## config.mk

```make
export PLATFORM = sky130hd
export DESIGN_NAME = rll_key_loader_flat
export DESIGN_NICKNAME = d
export VERILOG_FILES = /design/src/rtl/rll_key_loader_if.sv /design/src/rtl/rll_key_loader.sv /design/src/flat_wrapper.sv
export SDC_FILE = /design/constraint.sdc
export NUM_CORES = 1
export LEC_CHECK = 0
export BUFFER_PORTS_ARGS = -buffer_cell sky130_fd_sc_hd__buf_2
export CORE_MARGIN = 5
export CORE_UTILIZATION = 44
export CTS_CLUSTER_DIAMETER = 50
export DETAILED_ROUTE_END_ITERATION = 7
export MAX_ROUTING_LAYER = met4
export SLEW_MARGIN = 40
export SYNTH_ARGS = -nofsm -noshare
export SYNTH_HDL_FRONTEND = slang
export SYNTH_SLANG_ARGS = --single-unit
```

## constraint.sdc

```tcl
create_clock -name clk -period 4.02 [get_ports clk]
set_clock_uncertainty 0.1 [all_clocks]
set_input_delay 0.402 -clock clk [delete_from_list [all_inputs] [get_ports clk]]
set_output_delay 0.402 -clock clk [all_outputs]
set_load 0.01 [all_outputs]
```

## src/rtl/rll_key_loader_if.sv

```systemverilog
// Valid/ready word stream carrying key words and the trailing checksum into rll_key_loader.
interface rll_key_loader_if #(
    parameter int unsigned WORD_WIDTH = 8
) ();
    logic                  word_valid;
    logic                  word_ready;
    logic [WORD_WIDTH-1:0] word_data;

    modport master (
        output word_valid,
        output word_data,
        input  word_ready
    );

    modport slave (
        input  word_valid,
        input  word_data,
        output word_ready
    );
endinterface

```

## src/rtl/rll_key_loader.sv

```systemverilog
// Key-provisioning controller: streams key words in, verifies an XOR checksum and only then
// drives the committed key onto the locked netlist; repeated bad loads lock it out until reset.
module rll_key_loader #(
    parameter int unsigned          KEY_WIDTH  = 32,
    parameter int unsigned          WORD_WIDTH = 8,
    parameter int unsigned          MAX_FAILS  = 3,
    parameter logic [KEY_WIDTH-1:0] DECOY      = '0
) (
    input  logic                   clk,
    input  logic                   rst,
    input  logic                   start,
    rll_key_loader_if.slave        word_if,
    output logic [KEY_WIDTH-1:0]   key_out,
    output logic                   key_valid,
    output logic                   busy,
    output logic                   error,
    output logic                   locked_out
);

    localparam int unsigned NumWords = KEY_WIDTH / WORD_WIDTH;
    localparam int unsigned BeatW    = $clog2(NumWords + 1);
    localparam int unsigned FailW    = 4;

    typedef enum logic [2:0] {
        StIdle,
        StLoad,
        StCheck,
        StActive,
        StLockout
    } state_e;

    state_e                  state_q, state_d;
    logic [KEY_WIDTH-1:0]    shadow_q, shadow_d;
    logic [KEY_WIDTH-1:0]    key_reg_q, key_reg_d;
    logic [BeatW-1:0]        beat_q, beat_d;
    logic [WORD_WIDTH-1:0]   xor_q, xor_d;
    logic [WORD_WIDTH-1:0]   csum_q, csum_d;
    logic [FailW-1:0]        fails_q, fails_d;
    logic                    check_pass;

    assign check_pass = (xor_q == csum_q);

    always_ff @(posedge clk) begin
        if (rst) begin
            state_q   <= StIdle;
            shadow_q  <= '0;
            key_reg_q <= '0;
            beat_q    <= '0;
            xor_q     <= '0;
            csum_q    <= '0;
            fails_q   <= '0;
        end else begin
            state_q   <= state_d;
            shadow_q  <= shadow_d;
            key_reg_q <= key_reg_d;
            beat_q    <= beat_d;
            xor_q     <= xor_d;
            csum_q    <= csum_d;
            fails_q   <= fails_d;
        end
    end

    always_comb begin
        state_d   = state_q;
        shadow_d  = shadow_q;
        key_reg_d = key_reg_q;
        beat_d    = beat_q;
        xor_d     = xor_q;
        csum_d    = csum_q;
        fails_d   = fails_q;

        unique case (state_q)
            StIdle, StActive: begin
                if (start) begin
                    state_d = StLoad;
                    beat_d  = '0;
                    xor_d   = '0;
                end
            end
            StLoad: begin
                // word_ready is high for the whole of LOAD, so valid alone completes a beat
                if (word_if.word_valid) begin
                    if (beat_q == BeatW'(NumWords)) begin
                        csum_d  = word_if.word_data;
                        state_d = StCheck;
                    end else begin
                        for (int unsigned k = 0; k < NumWords; k++) begin
                            if (beat_q == BeatW'(k)) begin
                                shadow_d[k*WORD_WIDTH +: WORD_WIDTH] = word_if.word_data;
                            end
                        end
                        xor_d  = xor_q ^ word_if.word_data;
                        beat_d = beat_q + 1'b1;
                    end
                end
            end
            StCheck: begin
                if (check_pass) begin
                    key_reg_d = shadow_q;
                    fails_d   = '0;
                    state_d   = StActive;
                end else begin
                    fails_d = fails_q + 1'b1;
                    state_d = (fails_d == FailW'(MAX_FAILS)) ? StLockout : StIdle;
                end
            end
            StLockout: begin
                state_d = StLockout;
            end
            default: begin
                state_d = StIdle;
            end
        endcase
    end

    // Outputs decode registered state only; nothing combinational from the inputs.
    assign word_if.word_ready = (state_q == StLoad);
    assign busy               = (state_q == StLoad) || (state_q == StCheck);
    assign error              = (state_q == StCheck) && !check_pass;
    assign key_valid          = (state_q == StActive);
    assign locked_out         = (state_q == StLockout);
    assign key_out            = key_valid ? key_reg_q : DECOY;

endmodule

```

## src/flat_wrapper.sv

```systemverilog
// flat-port wrapper written by rule: the top's interface ports become plain ports
module rll_key_loader_flat 
#(
    parameter int unsigned          KEY_WIDTH  = 32,
    parameter int unsigned          WORD_WIDTH = 8,
    parameter int unsigned          MAX_FAILS  = 3,
    parameter logic [KEY_WIDTH-1:0] DECOY      = '0
)
  (clk, rst, start, key_out, key_valid, busy, error, locked_out, word_if_word_valid, word_if_word_data, word_if_word_ready);
  rll_key_loader_if #(.WORD_WIDTH(WORD_WIDTH)) word_if_i ();
  input  logic clk;
  input  logic rst;
  input  logic start;
  output logic [KEY_WIDTH-1:0] key_out;
  output logic key_valid;
  output logic busy;
  output logic error;
  output logic locked_out;
  input wire logic [$bits(word_if_i.word_valid)-1:0] word_if_word_valid;
  input wire logic [$bits(word_if_i.word_data)-1:0] word_if_word_data;
  output wire logic [$bits(word_if_i.word_ready)-1:0] word_if_word_ready;
  assign word_if_i.word_valid = word_if_word_valid;
  assign word_if_i.word_data = word_if_word_data;
  assign word_if_word_ready = word_if_i.word_ready;
  rll_key_loader #(.KEY_WIDTH(KEY_WIDTH), .WORD_WIDTH(WORD_WIDTH), .MAX_FAILS(MAX_FAILS), .DECOY(DECOY)) u_core (.clk(clk), .rst(rst), .start(start), .word_if(word_if_i), .key_out(key_out), .key_valid(key_valid), .busy(busy), .error(error), .locked_out(locked_out));
endmodule
```

==> qor.txt <==
#FFs+latches synth: 90
Crit path from: u_core.state_q[2]$_SDFFE_PP0P_
Kind of critical path: reg2out
Simple-Gate Fraction of Synth Area: 24.7%
RSZ-0062 raised after global routing: no
Number of fill cells: 892
Area share of the largest cell type after synthesis: 46.3%
Worst Path Required: 3.52 ns
Seq/Total Area, Yosys: 46.3%
Die W: 104 µm
Top Metal Used: met4
Setup Buffers After CTS: 0
Final hold violation count: 0
Worst reg-to-reg setup slack: 1.84 ns
CTS clock-pin slew for the worst setup and hold paths: 0.10 ns
CP Launch Type: flop
Yosys top cell by area: dfxtp_1
Post-synthesis async set-or-reset flop share: 0%
Final TNS setup: 0 ns
Critical path cell sequence: inv_1, and3_2, and2_1, buf_2
Most numerous cell in the Yosys netlist: dfxtp_1
Rows: 34
Vias in the first global route: 2,733
MaxCap Viol Count: 0
Main combinational cell family by area after synthesis: simple AND/OR/NAND/NOR gates
Mux contribution to synthesized area: 12.3%
Largest net degree at the start of global routing: 49
Worst slew margin: 61.0%
Via density: 5.11
Final worst path period need: 2.54 ns
Area share of fa/ha/maj cells after synthesis: 2.25%
Vias: 2,963
CTS max path bufs: 2
CTS tree: built
Max-slew violation count: 0
PortBufs: 48
Routed WL: 8300 µm
Library cells used by synthesis: 39
CP max stage cell: and3_2
CP arrival: 2.03 ns
Outcome: completed
Main synth FF type: dfxtp_1
Layout Nets: 486
WL/cell: 14.3 µm
IO Pins: 49
Delay of the slowest critical-path stage: 0.61 ns
Max Fclk: 394 MHz
Post-synth EDFFs: 0
Number of DRC markers in iteration 0: 125
Layout cells sized above 1: 17.2%
Total Routing Usage GR: 15.7%
Num CTS Buffers: 9
Starting Density: 44.9%
DRC: 0
Resized cells post-CTS: 0
Worst min-delay path class: in2reg
Met3 WL post-DR: 366 µm
Reg2Reg Depth: 7
Most area-consuming cells after synthesis: dfxtp_1 46%, mux2i_1 12%, nor2_1 5.9%, and2_1 5.3%, nand3_1 4.5%
Die Area: 10,800 µm²
Met1 wire length: 4220 µm
Worst-Skew Late Latency: 0.36 ns
Hold_buf cts: 0
Mapped cell area: 3890 µm²
First-pass GRT wire length: 13,700 µm
Grt ovf: 0
CTS Root Cell: clkbuf_8
Inserted Diodes: 0
Syn. warnings: 0
RePlAce Congestion: 0.737
Critical Path End: key_out[21]
Lkg Pwr: 2.05 nW
H-tree depth: 3
Crit-path max FO: 33
Worst Hold Slack: 0.277 ns
Mapped Cells: 429
DR pass1 iterations: 4
Tightest Pin Transition: 0.584 ns
Clock sinks: 90
Core Box Area: 8680 µm²
Detailed Place HPWL: 5500 µm
Post-synth top cells: 90 x dfxtp_1, 61 x nor2_1, 48 x mux2i_1
Met2 wire length: 3620 µm
Die Span Y: 104 µm
Final period utilization: 63.1%
Layout area overhead: 12.5%
Final setup violation count: 0
Xor and xnor area share after synthesis: 3.60%
Worst r2r dst: u_core.beat_q[2]$_SDFFE_PP0P_
Post-Syn Area per Cell: 9.08 µm²
Peak supply drop: 226 µV
Post-synthesis compound-gate area fraction: 6.97%
Final ANT Viol Nets: 0
Initial antenna violation count: 0
Worst R2R Start: u_core.beat_q[0]$_SDFFE_PP0P_
PwrDens: 379 nW/µm²
Worst setup EP type: primary output
Syn Nets: 448
==> power breakdown <==
part           internal (mW)  switching (mW)  leakage, nW
clock network          0.300           0.351        0.100
registers              0.902         0.00984        0.727
logic                 0.0328          0.0677         1.23
total                   1.24           0.428         2.05
==> per-layer routing <==
metal,up-vias,global-route usage (%)
met5,-,-
met4,0,4.16
met3,8,3.85
met2,56,23.2
met1,1391,21.5
li1,1508,-
==> registers in the layout (all words and copies together) (netlist names) <==
name	flops
u_core.shadow_q	32
u_core.beat_q	3
u_core.state_q	3
u_core.csum_q	8
u_core.fails_q	4
u_core.key_reg_q	32
u_core.xor_q	8
==> layout make-up <==
cell class	count	area, µm²	area share (%)
Timing Repair Buffer	52	273	6.22
Tap cell	108	135	3.08
Inverter	6	22.5	0.514
Multi-Input combinational cell	308	1940	44.3
Clock inverter	7	85.1	1.94
Sequential cell	90	1800	41.1
Clock buffer	9	124	2.83
==> metrics by stage <==
step / util (%) / cell area (µm²) / power (mW) / cells / worst slack, ns
floorplan: - / 3890 / 1.00 / 429 / 2.19
global placement: 48.1 / 4170 / 1.03 / 564 / 1.54
detailed placement: 48.1 / 4170 / 1.03 / 564 / 1.84
CTS: 50.5 / 4380 / 1.68 / 580 / 1.43
global route: 50.5 / 4380 / 1.73 / 580 / 1.32
finish: 50.5 / 4380 / 1.66 / 580 / 1.48
==> cell usage in the layout (no fill, tap or decap), types with 2 or more instances in the layout <==
cell type   instances
and2_1             33
nor3_1              2
a22oi_1             2
nand2_1            37
nor2b_1             3
a21oi_1            32
buf_4               5
inv_8               2
clkinvlp_4          2
inv_6               2
ha_1                7
clkbuf_8            9
dfxtp_1            90
or3_1               3
nand2b_1            5
nor4_2              2
buf_2              47
o21ai_0             3
nand3_1            35
inv_1               6
mux2i_1            48
nor2_1             61
xor2_1             16
==> worst min path at each step <==
stage | to | cells past startpoint | slack, ns | start
after floorplan | u_core.shadow_q[0]$_SDFFE_PP0P_ | 2 | 0.34 | u_core.shadow_q[0]$_SDFFE_PP0P_
after global placement | u_core.shadow_q[3]$_SDFFE_PP0P_ | 2 | 0.34 | u_core.shadow_q[3]$_SDFFE_PP0P_
after detailed placement | u_core.shadow_q[21]$_SDFFE_PP0P_ | 2 | 0.35 | u_core.shadow_q[21]$_SDFFE_PP0P_
after CTS | u_core.shadow_q[5]$_SDFFE_PP0P_ | 3 | 0.27 | word_if_word_data[5]
after global routing | u_core.shadow_q[22]$_SDFFE_PP0P_ | 3 | 0.26 | word_if_word_data[6]
final | u_core.shadow_q[5]$_SDFFE_PP0P_ | 3 | 0.28 | word_if_word_data[5]
==> worst max-delay path, delay by kind of cell (launching register included) <==
family	cells	cell delay, ns
buffers and inverters	2	0.49
flip-flops	1	0.35
AND/OR/NAND/NOR	2	0.82
==> cells by family after synthesis <==
kind of cell	after synthesis
multiplexers	48
AND/OR/NAND/NOR	192
flip-flops	90
buffers and inverters	31
adder cells (fa/ha/maj)	7
AO/OA/AOI/OAI	45
XOR/XNOR	16
(Power assumes the default switching activity.)
